===== config.mk =====
export PLATFORM = sky130hd
export DESIGN_NAME = slot_sync_fifo
export DESIGN_NICKNAME = d
export VERILOG_FILES = /design/src/rtl/slot_sync_fifo.sv
export SDC_FILE = /design/constraint.sdc
export NUM_CORES = 1
export LEC_CHECK = 0
export CAP_MARGIN = 30
export CORE_AREA = 2 2 105 107
export CTS_CLUSTER_SIZE = 25
export DETAILED_ROUTE_END_ITERATION = 16
export DIE_AREA = 0 0 107 109
export PLACE_DENSITY = 0.55
export SLEW_MARGIN = 20
export SYNTH_ARGS = -nofsm -noshare
export SYNTH_HDL_FRONTEND = slang
export SYNTH_SLANG_ARGS = --single-unit

===== constraint.sdc =====
create_clock -name clk -period 2.8 [get_ports clk]
set_input_delay 0.84 -clock clk [delete_from_list [all_inputs] [get_ports clk]]
set_output_delay 0.84 -clock clk [all_outputs]
set_load 0.1 [all_outputs]

===== src/rtl/slot_sync_fifo.sv =====
`default_nettype none
// ============================================================================
// slot_sync_fifo : FIFO that commits writes only in write slots and returns
//                  data only in read slots, with sticky strobe-protocol checks.
// Revision       : 1.0
// ============================================================================
module slot_sync_fifo #(
  parameter  int DATA_W = 8,
  parameter  int DEPTH  = 8,
  localparam int ADDR_W = $clog2(DEPTH)
) (
  input  logic              clk,
  input  logic              rst,
  input  logic              write_en,
  input  logic              read_en,
  input  logic [DATA_W-1:0] in_data,
  input  logic              in_valid,
  output logic              in_ready,
  output logic [DATA_W-1:0] out_data,
  output logic              out_valid,
  output logic [ADDR_W:0]   count,
  output logic              full,
  output logic              empty,
  output logic              err_overlap,
  output logic              err_order,
  output logic              err_overflow
);

  typedef enum logic [1:0] {
    IDLE      = 2'd0,
    EXP_READ  = 2'd1,
    EXP_WRITE = 2'd2
  } phase_t;

  logic [DATA_W-1:0] mem [DEPTH];

  logic [ADDR_W-1:0] wptr_q, wptr_d;
  logic [ADDR_W-1:0] rptr_q, rptr_d;
  logic [ADDR_W:0]   count_q, count_d;
  logic [DATA_W-1:0] out_data_q, out_data_d;
  logic              out_valid_q, out_valid_d;
  logic              err_overlap_q, err_overlap_d;
  logic              err_order_q, err_order_d;
  logic              err_overflow_q, err_overflow_d;
  phase_t            phase_q, phase_d;

  logic wslot, rslot, do_write, do_read;

  assign full  = (count_q == (ADDR_W+1)'(DEPTH));
  assign empty = (count_q == '0);

  always_comb begin
    wslot          = write_en & ~read_en;
    rslot          = read_en & ~write_en;
    do_write       = wslot & in_valid & ~full;
    do_read        = rslot & ~empty;
    wptr_d         = wptr_q;
    rptr_d         = rptr_q;
    count_d        = count_q;
    out_data_d     = out_data_q;
    out_valid_d    = do_read;
    err_overlap_d  = err_overlap_q | (write_en & read_en);
    err_overflow_d = err_overflow_q | (wslot & in_valid & full);
    err_order_d    = err_order_q;
    phase_d        = phase_q;

    // Pointers wrap naturally because DEPTH is a power of two.
    if (do_write) begin
      wptr_d  = wptr_q + ADDR_W'(1);
      count_d = count_q + (ADDR_W+1)'(1);
    end else if (do_read) begin
      rptr_d     = rptr_q + ADDR_W'(1);
      count_d    = count_q - (ADDR_W+1)'(1);
      out_data_d = mem[rptr_q];
    end

    // Alternation tracking follows slots regardless of whether data moved.
    case (phase_q)
      IDLE: begin
        if (wslot)      phase_d = EXP_READ;
        else if (rslot) err_order_d = 1'b1;
      end
      EXP_READ: begin
        if (rslot)      phase_d = EXP_WRITE;
        else if (wslot) err_order_d = 1'b1;
      end
      EXP_WRITE: begin
        if (wslot)      phase_d = EXP_READ;
        else if (rslot) err_order_d = 1'b1;
      end
      default: phase_d = IDLE;
    endcase
  end

  always_ff @(posedge clk or negedge rst) begin
    if (!rst) begin
      wptr_q         <= '0;
      rptr_q         <= '0;
      count_q        <= '0;
      out_data_q     <= '0;
      out_valid_q    <= 1'b0;
      err_overlap_q  <= 1'b0;
      err_order_q    <= 1'b0;
      err_overflow_q <= 1'b0;
      phase_q        <= IDLE;
    end else begin
      wptr_q         <= wptr_d;
      rptr_q         <= rptr_d;
      count_q        <= count_d;
      out_data_q     <= out_data_d;
      out_valid_q    <= out_valid_d;
      err_overlap_q  <= err_overlap_d;
      err_order_q    <= err_order_d;
      err_overflow_q <= err_overflow_d;
      phase_q        <= phase_d;
    end
  end

  // Storage is not reset; the write is suppressed while reset is held.
  always_ff @(posedge clk) begin
    if (rst && do_write) mem[wptr_q] <= in_data;
  end

  assign in_ready     = wslot & ~full;
  assign out_data     = out_data_q;
  assign out_valid    = out_valid_q;
  assign count        = count_q;
  assign err_overlap  = err_overlap_q;
  assign err_order    = err_order_q;
  assign err_overflow = err_overflow_q;

endmodule
`default_nettype wire


# ---- After elaboration in Yosys (flattened, before gate mapping)
# Memory sizes are Yosys's and may differ from the RTL's. A register that Yosys moved wholly into a read port is not among the register bits.
# Index checks and enable logic that the tools add are counted.
dict set report word_totals {
  reg_bits 16
  ram_bits 64
  output_inout_bits 19
  n_memories 1
}
# name words word_bits read_ports rd_clocked_by_memory_dff wr line_no
set memory_table {}
lappend memory_table {mem 8 8 1 1 1 35} ;# logic [DATA_W-1:0] mem [DEPTH];
dict set report classes {
  n_addsub 4
  eq_ne 9
  muxes 12
  n_bitwise 15
  reduce_logical 10
}
# op n
set op_table {}
lappend op_table {{$and A1 B1 Y1} 8}
lappend op_table {{$mux W4} 2}
lappend op_table {{$ne A2 B2 Y1 const B} 4}
lappend op_table {{$add A3 B1 Y3 const B} 2}
lappend op_table {{$mux W1} 6}
lappend op_table {{$not A1 Y1} 5}
lappend op_table {{$reduce_and A5 Y1} 1}
lappend op_table {{$add A4 B1 Y4 const B} 1}
lappend op_table {{$eq A4 B4 Y1 const B} 1}
lappend op_table {{$logic_not A4 Y1} 1}
lappend op_table {{$mux W2} 2}
lappend op_table {{$ne A2 B1 Y1 const B} 2}
lappend op_table {{$pmux W2 S2} 1}
lappend op_table {{$reduce_and A2 Y1} 2}
lappend op_table {{$reduce_bool A2 Y1} 2}
lappend op_table {{$sub A4 B1 Y4 const B} 1}
lappend op_table {{$eq A2 B1 Y1 const B} 1}
lappend op_table {{$eq A2 B2 Y1 const B} 1}
lappend op_table {{$logic_not A2 Y1} 1}
lappend op_table {{$or A1 B1 Y1} 2}
lappend op_table {{$pmux W1 S2} 1}
lappend op_table {{$reduce_or A2 Y1} 1}
lappend op_table {{$logic_and A1 B1 Y1} 1}
lappend op_table {{$logic_not A1 Y1} 1}

# ---- Logic depth before layout (Yosys ltp)
dict set report depth {
  depth_word 7
  mapped_depth 10
}

# ---- Worst setup path after synthesis
# Ideal clock, no wire load.
dict set report synth_timing {
  path_type {reg2out}
  startpoint {register count_q[3] (netlist: count[3])}
  endpoint {output in_ready}
  t_arrival_ps 3225
  setup_slack_ps -1265
  stages_incl_launch_ff 3
  path_buffers 0
  path_cell_list {dfrtp_1 -> nor4b_4 -> nor2_1}
}
dict set report synth_via {
  elab_chain_len 3
}
# element line_no
set synth_lines {}
lappend synth_lines {{start, declared} 39} ;# logic [ADDR_W:0] count_q, count_d;
lappend synth_lines {{start signal, assigned} 109} ;# count_q <= count_d;
lappend synth_lines {{$eq A4 B4 Y1} 49} ;# assign full = (count_q == (ADDR_W+1)'(DEPTH));
lappend synth_lines {{net full} 22} ;# output logic full,
lappend synth_lines {{$not A1 Y1} 124} ;# assign in_ready = wslot & ~full;
lappend synth_lines {{$and A1 B1 Y1} 124}
lappend synth_lines {{end, declared} 18} ;# output logic in_ready,
# The timed path passes the listed nets, and every way through them passes these cells.

# ---- Worst setup path after layout
dict set report layout_timing {
  startpoint {input read_en}
  endpoint {output in_ready}
}
dict set report layout_via {
  elab_chain_len 3
}
# element line_no
set layout_lines {}
lappend layout_lines {{start, declared} 15} ;# input logic read_en,
lappend layout_lines {{$not A1 Y1} 53} ;# wslot = write_en & ~read_en;
lappend layout_lines {{$and A1 B1 Y1} 53}
lappend layout_lines {{$and A1 B1 Y1} 124}
# No other way between the ends.

==> impl_metrics.toml <==
[run_status]
outcome = "finished, final reports clean"

[worst_setup_path]
critical_path_class = "in -> out"
worst_r2r_path_depth = 8
start_kind = "input port"
path_cells = "clkdlybuf4s50_1, nand2b_1, nor2_1, buf_12"
cp_slowest_cell = "clkdlybuf4s50_1"
endpoint = "in_ready"
required_ps = 1960
regToRegSetupSlack_ps = 550
cp_data_arrival_time_ps = 1830
startpoint = "read_en"
reg2reg_to = "count[3]"
crit_path_max_fanout = 3
worst_path_largest_cell_delay_ps = 430
endpoint_kind = "output pin"
reg2reg_from = "count[0]"

[drt]
routed_wl_um = 6880
wl_per_cell_um = 17.0
antenna_left = 0
drtPass1Iterations = 4
via_per_inst = 4.79
drt_iter0_drc = 74
vias = 1939
drc = 0

[cts]
clk_pin_slew_worst_paths_ps = 80
numCtsBuffers = 9
root_buffer = "clkbuf_8"
ctsHoldBuffers = 0
clkSinkCount = 88
post_cts_buffers = 0
htreeDepth = 3
cts_buffer_depth = 2
ctsResizeCount = 0
insertion_delay_ps = 370
cts_tree = "built"

[logic_synthesis]
synth-edff-count = 64
synthTopCellsByArea = "edfxtp_1 (53%), dfrtp_1 (17%), mux4_2 (10%), mux2i_1 (2.2%), nor2_1 (1.6%)"
synth_area_sq_mm = 0.00361
synth_ff_type = "edfxtp_1"
netlist_instances = 209
async_flop_share = 0.273
yosys_register_bits = 88
syn-num-nets = 226
synth.distinct_cells = 40
netlist.area_leader.share = 0.532
synth_top_area_cell = "edfxtp_1"
synth_warnings = 0
syn_avg_cell_area_sq_um = 17.3
seq_area_frac_synth = 0.699

[global_route]
grt_overflow = 0
grt_antenna_before_repair = 0
grtUsageTotal = 0.131
grt_pass1_wl_um = 10800
grt_max_degree = 28
first_global_vias = 1967

[cells_and_area]
design_area_sq_mm = 0.00438
syn_to_final_growth_pct = 21.4
fillers = 965
drive_gt1_frac = 0.321
final_nets = 277
mostFrequentLayoutCell = "edfxtp_1"
final_cell_mix = "edfxtp_1 (64), buf_4 (35), dfrtp_1 (20), mux4_2 (16), nor2_1 (15)"
seqCellArea_sq_mm = 0.00253
final_util = 0.414
diodes = 0
multi_input_area_sq_mm = 0.00101

[timing]
fin_ws_ps = 127
fin_tns_setup_ps = 0
rsz0062_at_grt = "no"
period_minus_slack_ps = 2670
hold_viol = 0
worstMarginPinSlew_ps = 835
relSlewSlack = 0.443
maxSlewViolCount = 0
finalClockSkew_ps = 7.95
max_freq_mhz = 374
period_share = 0.955
setup_viol = 0

[power_and_ir_drop]
comb_power_share = 0.404
intPower_w = 0.00267
ir_worst_vdd_mv = 0.436
switching_share = 0.423
clkPwrFrac = 0.194
power_frac_seq = 0.402
switchingPower_w = 0.00196
power.density_mw_per_mm2 = 1060
p_leak_nw = 1.55

[place]
dp_hpwl_um = 4160
post-place-ws_ps = 45.1
port_buffers = 31
dpl_cell_area_sq_mm = 0.00419
gp_congestion = 0.716

[flow_run]
drv_cap = 0

[floorplan]
die-area_sq_mm = 0.0117
core_sq_mm = 0.0106
io_pins = 32
dieHeight_um = 109
dieWidth_um = 107
num_rows = 38
start_util = 0.341

[min_path]
hp-class = "reg -> reg"
## power by group through the flow
| stage | clock [W] | combinational [W] | sequential, W |
|---|---|---|---|
| after CTS | 0.000932 | 0.00190 | 0.00186 |
| after floorplan | 0 | 0.000924 | 0.00242 |
| final | 0.000898 | 0.00187 | 0.00186 |
| after detailed placement | 0 | 0.00189 | 0.00189 |
| after global placement | 0 | 0.00188 | 0.00189 |
| after global routing | 0.000974 | 0.00199 | 0.00190 |
## synth_stat cells (all sizes together) (4+ instances only)
library cell / n
inv: 4
nand2: 10
nand2b: 5
mux2i: 8
o21ai: 5
nor3: 5
dfrtp: 24
mux4: 16
nor2: 16
buf: 9
ha: 4
a21oi: 10
edfxtp: 64
## registers in the layout, indices dropped and copies added (netlist names)
name and count:
rptr_q 3, wptr_q 3, out_valid 1, err_overlap 1, out_data 8, err_overflow 1, count 4, err_order 1
phase_q 2, mem 64
## critical path: cells and delay by family
family | cells | cell delay, ps
buf+inv | 2 | 630
simple gates | 2 | 360
## area by class of cell
cell class,instances,share of cell area
multi-input cells,107,0.231
well taps,140,0.0400
flip-flops and latches,88,0.578
clock inverters,7,0.0171
inverters,4,0.00457
repair buffers,50,0.101
clock buffers,9,0.0283
## per-stage QoR
| stage | total power, W | cells | hold WS [ps] |
|---|---|---|---|
| 2_1_floorplan | 0.00335 | 209 | 476 |
| 3_3_place_gp | 0.00377 | 389 | 443 |
| 3_5_place_dp | 0.00378 | 389 | 455 |
| 4_1_cts | 0.00469 | 405 | 474 |
| 5_1_grt | 0.00486 | 405 | 488 |
| 6_report | 0.00463 | 405 | 470 |
## cell families after synthesis
logic type	after synthesis	share of synthesized area
mux	26	0.129
compound gates	25	0.0485
fa+ha+maj	4	0.0139
xor+xnor	6	0.0146
buf+inv	14	0.0229
flops	88	0.699
simple gates	46	0.0724
## metal layers
metal	GRT usage	wire, um	share of wire
met5	0	0	0
met4	0.0724	175	0.025
met3	0.0269	315	0.046
met2	0.212	3330	0.48
met1	0.165	3060	0.44
## worst min path at each step
stage / from / depth (start not counted) / end / slack [ps]
final: err_overlap / 1 / err_overlap / 470
after global routing: err_overlap / 1 / err_overlap / 490
after CTS: err_overlap / 1 / err_overlap / 470
after detailed placement: err_overlap / 1 / err_overlap / 460
after global placement: err_overlap / 1 / err_overlap / 440
after floorplan: phase_q[0] / 1 / err_order / 480
Note: power is estimated with default switching activity, not from simulation.
